`src/rtl/knap_search_ctrl.sv`:
```
// Exhaustive knapsack subset search: walks every item subset one per clock,
// evaluates value/weight/volume sums combinationally, and keeps the best
// feasible subset plus a count of feasible subsets.
module knap_search_ctrl #(
    parameter int unsigned N_ITEMS = 7,
    parameter int unsigned W       = 8,
    parameter int unsigned SW      = W + $clog2(N_ITEMS)
) (
    input  logic                 clk,
    input  logic                 rst,
    input  logic                 start,
    input  logic                 abort,
    input  logic [N_ITEMS*W-1:0] item_value,
    input  logic [N_ITEMS*W-1:0] item_weight,
    input  logic [N_ITEMS*W-1:0] item_volume,
    input  logic [W-1:0]         min_value,
    input  logic [W-1:0]         max_weight,
    input  logic [W-1:0]         max_volume,
    output logic                 busy,
    output logic                 done,
    output logic                 found,
    output logic [N_ITEMS-1:0]   best_mask,
    output logic [SW-1:0]        best_value,
    output logic [N_ITEMS:0]     feasible_count
);

    typedef enum logic [1:0] {StIdle, StSearch, StDone} state_e;

    localparam logic [N_ITEMS-1:0] MaskOne  = N_ITEMS'(1);
    localparam logic [N_ITEMS:0]   CountOne = (N_ITEMS + 1)'(1);

    state_e state_q, state_d;

    logic [N_ITEMS-1:0]   mask_q;
    logic [N_ITEMS*W-1:0] value_q, weight_q, volume_q;
    logic [W-1:0]         min_value_q, max_weight_q, max_volume_q;

    logic [SW-1:0] value_sum, weight_sum, volume_sum;
    logic          feasible, better, last_mask;
    logic          load, step;

    // Multi-constraint evaluator for the current mask; sums are wide enough
    // that they never wrap.
    always_comb begin
        value_sum  = '0;
        weight_sum = '0;
        volume_sum = '0;
        for (int i = 0; i < int'(N_ITEMS); i++) begin
            if (mask_q[i]) begin
                value_sum  = value_sum  + SW'(value_q[i*W +: W]);
                weight_sum = weight_sum + SW'(weight_q[i*W +: W]);
                volume_sum = volume_sum + SW'(volume_q[i*W +: W]);
            end
        end
        feasible  = (value_sum >= SW'(min_value_q)) &&
                    (weight_sum <= SW'(max_weight_q)) &&
                    (volume_sum <= SW'(max_volume_q));
        // Strict compare so ties keep the lower, earlier mask.
        better    = !found || (value_sum > best_value);
        last_mask = &mask_q;
    end

    // Next-state decode: start wins in idle, abort wins in search.
    always_comb begin
        state_d = state_q;
        load    = 1'b0;
        step    = 1'b0;
        unique case (state_q)
            StIdle: begin
                if (start) begin
                    state_d = StSearch;
                    load    = 1'b1;
                end
            end
            StSearch: begin
                if (abort) begin
                    state_d = StIdle;
                end else begin
                    step = 1'b1;
                    if (last_mask) begin
                        state_d = StDone;
                    end
                end
            end
            StDone:  state_d = StIdle;
            default: state_d = StIdle;
        endcase
    end

    assign busy = (state_q == StSearch);
    assign done = (state_q == StDone);

    // State register.
    always_ff @(posedge clk or posedge rst) begin
        if (rst) begin
            state_q <= StIdle;
        end else begin
            state_q <= state_d;
        end
    end

    // Operand latch on start, then per-mask result tracking during search.
    always_ff @(posedge clk or posedge rst) begin
        if (rst) begin
            mask_q         <= '0;
            value_q        <= '0;
            weight_q       <= '0;
            volume_q       <= '0;
            min_value_q    <= '0;
            max_weight_q   <= '0;
            max_volume_q   <= '0;
            found          <= 1'b0;
            best_mask      <= '0;
            best_value     <= '0;
            feasible_count <= '0;
        end else if (load) begin
            mask_q         <= '0;
            value_q        <= item_value;
            weight_q       <= item_weight;
            volume_q       <= item_volume;
            min_value_q    <= min_value;
            max_weight_q   <= max_weight;
            max_volume_q   <= max_volume;
            found          <= 1'b0;
            best_mask      <= '0;
            best_value     <= '0;
            feasible_count <= '0;
        end else if (step) begin
            mask_q <= mask_q + MaskOne;
            if (feasible) begin
                feasible_count <= feasible_count + CountOne;
                if (better) begin
                    found      <= 1'b1;
                    best_mask  <= mask_q;
                    best_value <= value_sum;
                end
            end
        end
    end

endmodule

```
`config.mk`:
```
export PLATFORM = sky130hd
export DESIGN_NAME = knap_search_ctrl
export DESIGN_NICKNAME = d
export VERILOG_FILES = /design/src/rtl/knap_search_ctrl.sv
export SDC_FILE = /design/constraint.sdc
export NUM_CORES = 1
export LEC_CHECK = 0
export ABC_AREA = 1
export CORE_MARGIN = 4
export CORE_UTILIZATION = 50
export CTS_BUF_LIST = sky130_fd_sc_hd__clkbuf_16
export CTS_CLUSTER_SIZE = 40
export DETAILED_ROUTE_END_ITERATION = 7
export PLACE_DENSITY_LB_ADDON = 0.3
export SLEW_MARGIN = 20
export SYNTH_ARGS = -nofsm -noshare
export SYNTH_HDL_FRONTEND = slang
export SYNTH_SLANG_ARGS = --single-unit
```
`constraint.sdc`:
```
create_clock -name clk -period 7.5 [get_ports clk]
set_clock_uncertainty 0.05 [all_clocks]
set_input_delay 0.75 -clock clk [delete_from_list [all_inputs] [get_ports clk]]
set_output_delay 0.75 -clock clk [all_outputs]
set_load 0.02 [all_outputs]
```
# Word-level counts from Yosys, hierarchy flattened
# Index checks and enable logic that the tools add are counted.
[classes]
addsub = 20
n_lt_le_gt_ge = 4
n_eq_ne = 4
muxes = 46
n_reduce_logical = 12
[ops]
columns = ["operator", "n"]
rows = [
  ["2-to-1 mux 11 bit", 22],
  ["adder 11 x 8 -> 11 bit", 18],
  ["2-to-1 mux 8 bit", 6],
  ["2-to-1 mux 7 bit", 6],
  ["<= comparator 11 x 8 -> 1 bit", 2],
  ["greater-or-equal comparator 11 x 8 -> 1 bit", 1],
  ["> comparator 11 bit", 1],
  ["adder 8 x 1 -> 8 bit (second input constant)", 1],
  ["2-to-1 mux 1 bit", 8],
  ["adder 7 x 1 -> 7 bit (second input constant)", 1],
  ["AND reduction 7 bit", 1],
  ["2-to-1 mux 2 bit", 3],
  ["nonzero test 2 bit", 3],
  ["case mux 2 bit (2 select lines)", 1],
  ["AND reduction 2 bit", 2],
  ["inequality test 3 x 2 -> 1 bit (second input constant)", 1],
  ["AND reduction 3 bit", 1],
  ["equality test 2 x 1 -> 1 bit (second input constant)", 1],
  ["equality test 2 bit (second input constant)", 1],
  ["logical AND 1 bit", 2],
  ["logical NOT 2 bit", 1],
  ["inequality test 2 bit (second input constant)", 1],
  ["logical NOT 1 bit", 1],
  ["logical OR 1 bit", 1],
]
[word_totals]
ff_bits = 228
in_bits = 196
output_inout_bits = 29
word_cells = 98

# Longest topological paths before layout
# Gate-level depths: netlist (run 1).
[depth]
ltp_word = 19
depth_mapped = 60
depth_no_buf = 57

# Worst setup path after synthesis (run 1)
# OpenSTA, ideal clock, no wires.
[synth_path]
kind = "register -> register"
start = "reg mask_q[0]"
end = "reg best_value[9]"
setup_ps = 117
t_arrival_ps = 7881
required_ps = 7333
path_slack_ps = -548
stages_incl_launch_ff = 47
path_buffers = 3
synth_period_minus_slack_ps = 8048
path_cell_list = "dfrtp_1 > buf_4 > clkbuf_1 > nand2_1 > inv_1 > ha_1 > inv_1 > fa_1 > o21ai_0 > fa_1 > inv_1 > o21ai_0 > inv_1 > fa_1 > o21ai_0 > inv_1 > fa_1 > xor2_1 > [11 not listed] > a31oi_1 > o21a_1 > nor2_1 > nor2_1 > nand3_2 > nand2_1 > inv_1 > ha_1 > nand2_1 > o41ai_1 > nand2_1 > nand2_1 > o21ai_1 > nand2_2 > nand3_4 > buf_4 > nand3_2 > nand2_1"
[synth_between]
elab_chain_len = 18
elab_cells_between_ends = 53
cone_classes = "add/sub (18); order compare (4); mux (25); reduce/logical (6)"
[synth_rtl]
columns = ["item", "line", "rtl"]
rows = [
  ["from (decl)", "34", "logic [N_ITEMS-1:0] mask_q;"],
  ["from (signal assigned)", "129", "mask_q <= mask_q + MaskOne;"],
  ["2-to-1 mux 8 bit", "49", "if (mask_q[i]) begin"],
  ["adder 11 x 8 -> 11 bit, on equally long branches", "50, 51", ""],
  ["2-to-1 mux 11 bit", "49", ""],
  ["adder 11 x 8 -> 11 bit, on equally long branches", "50, 51", ""],
  ["2-to-1 mux 11 bit", "49", ""],
  ["adder 11 x 8 -> 11 bit, on equally long branches", "50, 51", ""],
  ["2-to-1 mux 11 bit", "49", ""],
  ["adder 11 x 8 -> 11 bit, on equally long branches", "50, 51", ""],
  ["[2 not listed]", "--", ""],
  ["2-to-1 mux 11 bit", "49", ""],
  ["adder 11 x 8 -> 11 bit, on equally long branches", "50, 51", ""],
  ["2-to-1 mux 11 bit", "49", ""],
  ["greater-or-equal comparator 11 x 8 -> 1 bit / <= comparator 11 x 8 -> 1 bit (equally long branches)", "55, 56", ""],
  ["logical AND 1 bit", "55", "feasible = (value_sum >= SW'(min_value_q)) &&"],
  ["logical AND 1 bit", "56", "(weight_sum <= SW'(max_weight_q)) &&"],
  ["nonzero test 2 bit (no source line)", "--", ""],
  ["AND reduction 3 bit (no source line)", "--", ""],
  ["to (signal assigned)", "135", "best_value <= value_sum;"],
  ["to (decl)", "23", "output logic [SW-1:0] best_value,"],
]
# Several ways; a longest one is shown, not always the timed one. The select of a mux whose other input is x is not followed.
# A chain may end at the register's enable or synchronous reset.

# Final worst setup path (run 1)
[layout_path]
start = "reg mask_q[0]"
end = "reg best_value[7]"
# Same word-level chain as after synthesis.

==> results_tabular.tex, run 1 <==
\begin{tabular}{lr}
\hline
Metric & Value \\
\hline
\multicolumn{2}{l}{\textbf{Outcome}} \\
Run status & finished with violations \\
Violations in the final reports & setup timing \\
\multicolumn{2}{l}{\textbf{Yosys}} \\
Yosys warning count & 0 \\
Most area-consuming cells after synthesis & dfrtp\_1, nand2\_1, ha\_1 \\
Most numerous cell in the Yosys netlist & nand2\_1 \\
Number of synthesized register bits & 228 \\
Proportion of netlist area held by the largest area contributor & 31.3\% \\
Portion of the post-synthesis area used by sequential elements & 31.3\% \\
Fraction of registers with async set/reset & 100\% \\
Post-synthesis cell type with the largest combined area & dfrtp\_1 \\
Synthesized instance count & 2581 \\
Synthesized net count & 2977 \\
Post-synthesis average cell area & 7.06 um\^{}2 \\
Unique masters post-synth & 51 \\
Netlist Area Pre-Place & 18200 um\^{}2 \\
Primary flip-flop cell chosen by synthesis mapping & dfrtp\_1 \\
Commonest cells post-synth & nand2\_1, inv\_1, dfrtp\_1, o21ai\_0, ha\_1 \\
Post-synth EDFFs & 0 \\
\multicolumn{2}{l}{\textbf{Critical path}} \\
Max stage delay cell, worst path & fa\_2 \\
Most common cell type on the critical path & buf\_4 \\
Critical path data arrival time & 8380 ps \\
Crit path required time & 7900 ps \\
Source of the worst register-to-register timing path & mask\_q[0] \\
Start point of the critical path & mask\_q[0] \\
Highest cell delay on the worst timing path & 520 ps \\
Worst setup path class & flip-flop to flip-flop \\
Capturing element type of the critical path & flip-flop \\
Crit-path max FO & 6 \\
Kind of launch point of the worst setup path & flip-flop \\
\multicolumn{2}{l}{\textbf{Global route}} \\
First-pass GRT wire length & 93800 um \\
Global route overflow & 0 \\
Via count of the first global-routing pass & 19100 \\
Antenna violations before repair & 1 \\
Pin count of the biggest net entering global routing & 204 \\
All-Layer GR Usage & 28.9\% \\
\multicolumn{2}{l}{\textbf{Placement}} \\
Port-buffer cells & 224 \\
Cell count after placement & 3540 \\
Final weighted congestion of routability-driven global placement & 0.950 \\
Final HPWL DP & 42200 um \\
\multicolumn{2}{l}{\textbf{Timing}} \\
Shortest clock period the worst path allows after layout & 7980 ps \\
Max Transition Viols Final & 0 \\
Sum of negative setup slack & -12080 ps \\
Final Hold Fails & 0 \\
Setup slack after layout & -481 ps \\
Actual transition at the worst max-transition pin & 976 ps \\
Worst hold slack across all endpoints & 428 ps \\
Achievable Freq & 125 MHz \\
Remaining max-slew budget at the tightest pin & 34.4\% \\
Count of final setup violators & 27 \\
Part of the cycle the worst path needs & 106\% \\
Unrepaired setup endpoints after global routing & true \\
\multicolumn{2}{l}{\textbf{Floorplanning}} \\
Die Area & 39500 um\^{}2 \\
Number of ports placed on the die boundary & 225 \\
DIE WIDTH & 199 um \\
\# rows & 69 \\
Die height & 199 um \\
Starting Density & 51.0\% \\
Core outline area & 35700 um\^{}2 \\
\multicolumn{2}{l}{\textbf{Clock tree}} \\
TritonCTS clock tree & built \\
Insertion delay to the later sink of the worst-skew pair & 570 ps \\
Hold buffer count at CTS & 0 \\
Clock root buffer & clkbuf\_16 \\
TritonCTS buffer count & 27 \\
Clock Pin Slew Worst Setup and Hold Paths & 60 ps \\
Max H-tree Level & 1 \\
Maximum buffer depth of the clock tree & 3 \\
CTS sink cnt & 228 \\
\multicolumn{2}{l}{\textbf{Power}} \\
Clock network fraction of total power & 16.3\% \\
Switching share of power & 42.0\% \\
Pleak & 0.0137 uW \\
Net Switching & 3490 uW \\
Pint & 4820 uW \\
Worst VDD drop & 218 uV \\
Sequential power share & 20.9\% \\
Power share of the combinational group & 62.9\% \\
Total power per unit cell area & 311 nW/um\^{}2 \\
\multicolumn{2}{l}{\textbf{Drt}} \\
Total via count in the routed design & 19300 \\
Per-cell via count in the routed design & 5.29 \\
1st-pass router iterations & 6 \\
Total Wirelength & 60700 um \\
Detailed Route Iter0 Violations & 1055 \\
Post-DR wirelength/cell & 16.6 um \\
Remaining number of nets flagged by the antenna check after routing & 0 \\
DRC Markers & 0 \\
\multicolumn{2}{l}{\textbf{Layout}} \\
Layout overhead on the synthesized area & 46.4\% \\
Net count, final & 3568 \\
Fillers & 2646 \\
Antenna diode instance count & 0 \\
Non-filler cells, final & 3653 \\
Proportion of layout cells with a drive suffix above 1 & 26.8\% \\
\multicolumn{2}{l}{\textbf{Min path}} \\
Hold Crit Class & flip-flop to flip-flop \\
Startpoint of the worst hold path & value\_q[7] \\
\multicolumn{2}{l}{\textbf{Flow run}} \\
\# Max-Cap Violations & 0 \\
\hline
\end{tabular}
## layer usage
metal	up-vias	part of all wire [%]	global-route usage [%]
met5	-	0	0
met4	0	2.9	7.40
met3	133	5.0	3.03
met2	622	50	51.3
met1	9096	42	37.8
li1	9471	-	-
## timing repair
action,4_1_cts,5_1_grt
gates cloned,5,1
endpoints found under the setup margin,27,27
buffers inserted,43,15
gates resized for setup,223,174
hold endpoints to repair,0,0
pin swaps,129,131
## critical path: cells and delay by family, from the launching register on
family                   cells  cell delay, ps
AO/OA/AOI/OAI               12            1760
XOR/XNOR                     4             630
adder cells (fa/ha/maj)      7            2300
buffers and inverters       13            1430
flip-flops                   1             460
AND/OR/NAND/NOR             13            1210
## cells by family (layout without fill, tap and decap cells)
family | Yosys count | count (layout) | synth area share, %
adders and majority gates | 200 | 200 | 14.5
xor gates and xnor gates | 89 | 89 | 4.28
buffers and inverters | 360 | 968 | 7.74
DFF | 228 | 228 | 31.3
muxes | 3 | 3 | 0.165
and+or+nand+nor | 1314 | 1317 | 30.5
AOI/OAI and AO/OA | 387 | 387 | 11.5
## per-stage QoR
step	setup WS, ps	cell area (um^2)	utilization, %	total power, uW
detailed placement	-1020	23500	65.7	5830
finish	-481	26700	74.6	8300
CTS	-354	25600	71.8	7720
global route	-893	26700	74.6	8880
global placement	-760	23500	65.7	5680
floorplan	4.55	18300	-	4080
## state kept, by name (all words and copies together) (netlist names)
signal / count
state_q: 2
volume_q: 56
min_value_q: 8
weight_q: 56
found: 1
mask_q: 7
feasible_count: 8
best_value: 11
value_q: 56
max_weight_q: 8
max_volume_q: 8
best_mask: 7
## layout make-up
cell class | count | area (um^2) | share of cell area (%)
clock buffers | 27 | 676 | 2.53
repair buffers | 646 | 5620 | 21.1
clock inverters | 22 | 208 | 0.779
multi-input cells | 1996 | 12800 | 48.1
well taps | 461 | 577 | 2.16
inverters | 273 | 1050 | 3.93
flip-flops and latches | 228 | 5710 | 21.4
## cell usage in the layout, fill, tap and decap left out, types with 61 or more instances in the layout
cell	synthesis	final
nand2_1	1013	961
buf_4	2	403
inv_1	260	240
dfrtp_1	228	227
clkdlybuf4s50_1	0	224
ha_1	182	122
o21ai_0	187	89
a21oi_1	135	87
nand3_1	91	81
nor2_1	81	80
nand2_2	22	64
o21ai_2	4	61
## power by group through the flow
stage	registers, uW	logic (uW)	clock network, uW
3_3_place_gp	1700	3980	0
2_1_floorplan	1670	2410	0
5_1_grt	1750	5710	1410
6_report	1730	5220	1350
4_1_cts	1710	4650	1360
3_5_place_dp	1700	4120	0
## final timing paths
path	endpoint	slack, ps	cells past startpoint
worst max-delay path	best_value[7]	-480	49
worst min-delay path	value_q[7]	430	2
worst max register to register	best_value[7]	-480	49
worst min register to register	value_q[7]	430	2
max in group asynchronous	mask_q[5]	5580	3
min in group asynchronous	max_weight_q[4]	660	2
No activity file was read; power rests on OpenSTA's default activity.
==> run 2: changes to the inputs <==
CTS_CLUSTER_SIZE = 30   (was 40)
==> results_tabular.tex, run 2 (same netlist as run 1, synthesis figures left out) <==
\begin{tabular}{lr}
\hline
Metric & Value \\
\hline
\multicolumn{2}{l}{\textbf{Clock tree}} \\
Hold buffer count at CTS & 0 (unchanged) \\
TritonCTS buffer count & 27 (unchanged) \\
Max H-tree Level & 1 (unchanged) \\
CTS sink cnt & 228 (unchanged) \\
Insertion delay to the later sink of the worst-skew pair & 570 ps (about the same) \\
Maximum buffer depth of the clock tree & 3 (unchanged) \\
Clock Pin Slew Worst Setup and Hold Paths & 60 ps (about the same) \\
TritonCTS clock tree & built (unchanged) \\
Clock root buffer & clkbuf\_16 (unchanged) \\
\multicolumn{2}{l}{\textbf{Critical path}} \\
Worst setup path class & flip-flop to flip-flop (unchanged) \\
Number of buffer and inverter stages on the critical path & 13 (unchanged) \\
Number of cells traversed by the worst register-to-register path & 49 (unchanged) \\
Crit path required time & 7900 ps (about the same) \\
Endpoint of the worst register-to-register path & best\_value[7] (unchanged) \\
Start point of the critical path & mask\_q[0] (unchanged) \\
Highest cell delay on the worst timing path & 520 ps (about the same) \\
Max stage delay cell, worst path & fa\_2 (unchanged) \\
Crit-path max FO & 6 (unchanged) \\
Kind of launch point of the worst setup path & flip-flop (unchanged) \\
Logic depth of the worst path, buffers included & 49 (unchanged) \\
Source of the worst register-to-register timing path & mask\_q[0] (unchanged) \\
CP endpoint & best\_value[7] (unchanged) \\
Critical path data arrival time & 8380 ps (about the same) \\
Most common cell type on the critical path & buf\_4 (unchanged) \\
Capturing element type of the critical path & flip-flop (unchanged) \\
Register-to-register setup slack & -480 ps (about the same) \\
Cell type group with the largest total delay on the critical path & adder cells (unchanged) \\
\multicolumn{2}{l}{\textbf{Floorplanning}} \\
DIE WIDTH & 199 um (unchanged) \\
\# rows & 69 (unchanged) \\
Core outline area & 35700 um\^{}2 (unchanged) \\
Die height & 199 um (unchanged) \\
Starting Density & 51.0\% (unchanged) \\
Die Area & 39500 um\^{}2 (unchanged) \\
Number of ports placed on the die boundary & 225 (unchanged) \\
\multicolumn{2}{l}{\textbf{Flow run}} \\
\# Max-Cap Violations & 0 (unchanged) \\
\multicolumn{2}{l}{\textbf{Timing}} \\
Sum of negative setup slack & -12130 ps (was -12080 ps) \\
Max Transition Viols Final & 0 (unchanged) \\
Actual transition at the worst max-transition pin & 967 ps (was 976 ps) \\
Unrepaired setup endpoints after global routing & true (unchanged) \\
Count of final setup violators & 27 (unchanged) \\
Setup slack after layout & -484 ps (was -481 ps) \\
Achievable Freq & 125 MHz (about the same) \\
Part of the cycle the worst path needs & 106\% (about the same) \\
Shortest clock period the worst path allows after layout & 7980 ps (about the same) \\
Remaining max-slew budget at the tightest pin & 35.0\% (was 34.4\%) \\
Final Hold Fails & 0 (unchanged) \\
Worst hold slack across all endpoints & 427 ps (was 428 ps) \\
\multicolumn{2}{l}{\textbf{Global route}} \\
Antenna violations before repair & 1 (unchanged) \\
All-Layer GR Usage & 28.9\% (about the same) \\
Via count of the first global-routing pass & 19100 (about the same) \\
First-pass GRT wire length & 93800 um (about the same) \\
Pin count of the biggest net entering global routing & 204 (unchanged) \\
Global route overflow & 0 (unchanged) \\
\multicolumn{2}{l}{\textbf{Drt}} \\
Per-cell via count in the routed design & 5.30 (was 5.29) \\
Remaining number of nets flagged by the antenna check after routing & 0 (unchanged) \\
DRC Markers & 0 (unchanged) \\
1st-pass router iterations & 7 (was 6) \\
Total via count in the routed design & 19400 (was 19300) \\
Total Wirelength & 60700 um (about the same) \\
Detailed Route Iter0 Violations & 1102 (was 1055) \\
Post-DR wirelength/cell & 16.6 um (about the same) \\
\multicolumn{2}{l}{\textbf{Placement}} \\
Final HPWL DP & 42200 um (unchanged) \\
Area after DPL & 23500 um\^{}2 (unchanged) \\
Port-buffer cells & 224 (unchanged) \\
Final weighted congestion of routability-driven global placement & 0.950 (unchanged) \\
\multicolumn{2}{l}{\textbf{Layout}} \\
Net count, final & 3568 (unchanged) \\
Fin area & 26700 um\^{}2 (about the same) \\
Layout overhead on the synthesized area & 46.4\% (about the same) \\
Commonest cells after routing, fill and taps aside & nand2\_1, buf\_4, inv\_1 (unchanged) \\
Fillers & 2647 (was 2646) \\
Registers with the most flip-flops & value\_q: 56 flops, volume\_q: 56 flops, weight\_q: 56 flops (unchanged) \\
Proportion of layout cells with a drive suffix above 1 & 26.8\% (about the same) \\
Antenna diode instance count & 0 (unchanged) \\
Leading cell type in the layout, fill and taps excluded & nand2\_1 (unchanged) \\
\multicolumn{2}{l}{\textbf{Power}} \\
Worst VDD drop & 218 uV (about the same) \\
Total power per unit cell area & 311 nW/um\^{}2 (about the same) \\
Pleak & 0.0137 uW (about the same) \\
\multicolumn{2}{l}{\textbf{Outcome}} \\
Run status & finished with violations (unchanged) \\
Violations in the final reports & setup timing (unchanged) \\
\multicolumn{2}{l}{\textbf{Min path}} \\
Hold Crit Class & flip-flop to flip-flop (unchanged) \\
\hline
\end{tabular}
==> run 2: how the worst min path moves through the flow <==
stage | endpoint | cells past startpoint | startpoint
after global routing | value_q[7] | 2 | value_q[7]
after global placement | value_q[7] | 2 | value_q[7]
after floorplan | value_q[0] | 2 | value_q[0]
after detailed placement | value_q[7] | 2 | value_q[7]
after CTS | value_q[7] | 2 | value_q[7]
final | value_q[7] | 2 | value_q[7]
==> run 2: final cells by class <==
| class | instances | area [um^2] | area share, % |
|---|---|---|---|
| Inverter | 273 | 1050 | 3.93 |
| Clock inverter | 22 | 206 | 0.774 |
| Sequential cell | 228 | 5710 | 21.4 |
| Timing Repair Buffer | 646 | 5620 | 21.1 |
| Tap cell | 461 | 577 | 2.16 |
| Clock buffer | 27 | 676 | 2.53 |
| Multi-Input combinational cell | 1996 | 12800 | 48.1 |
==> run 2: metrics by stage <==
stage          util (%)  std cells  total power (uW)  setup slack (ps)
5_1_grt            74.6       3653              8880              -893
6_report           74.6       3653              8300              -484
2_1_floorplan         -       2581              4080              4.55
3_3_place_gp       65.7       3540              5680              -760
3_5_place_dp       65.7       3540              5830             -1020
4_1_cts            71.8       3636              7720              -354
==> run 2: what timing repair did <==
item / in CTS / in global routing
endpoints found under the setup margin: 27 / 27
pin swaps: 129 / 131
gates resized for setup: 223 / 174
setup buffers: 43 / 15
gates cloned: 5 / 1
==> run 2: where the power goes <==
group / total (uW) / leakage, uW / switching, uW / internal (uW)
sequential: 1730 / 0.00286 / 247 / 1490
clock: 1350 / 0.000442 / 561 / 788
combinational: 5220 / 0.0104 / 2680 / 2540
total: 8300 / 0.0137 / 3490 / 4810
==> run 2: tightest hold or removal path, stage by stage (launching register included) <==
cell	delay [ps]
dfrtp_1	340
nand2_1	50
nand2_1	50
==> run 2: layer usage <==
layer / vias to the layer above / wire, um / GRT usage [%] / part of all wire [%]
met4: 0 / 1850 / 7.40 / 3.1
met1: 9167 / 25800 / 37.8 / 43
met2: 590 / 30100 / 51.2 / 50
met5: - / 0 / 0 / 0
li1: 9471 / - / - / -
met3: 132 / 2950 / 3.03 / 4.9
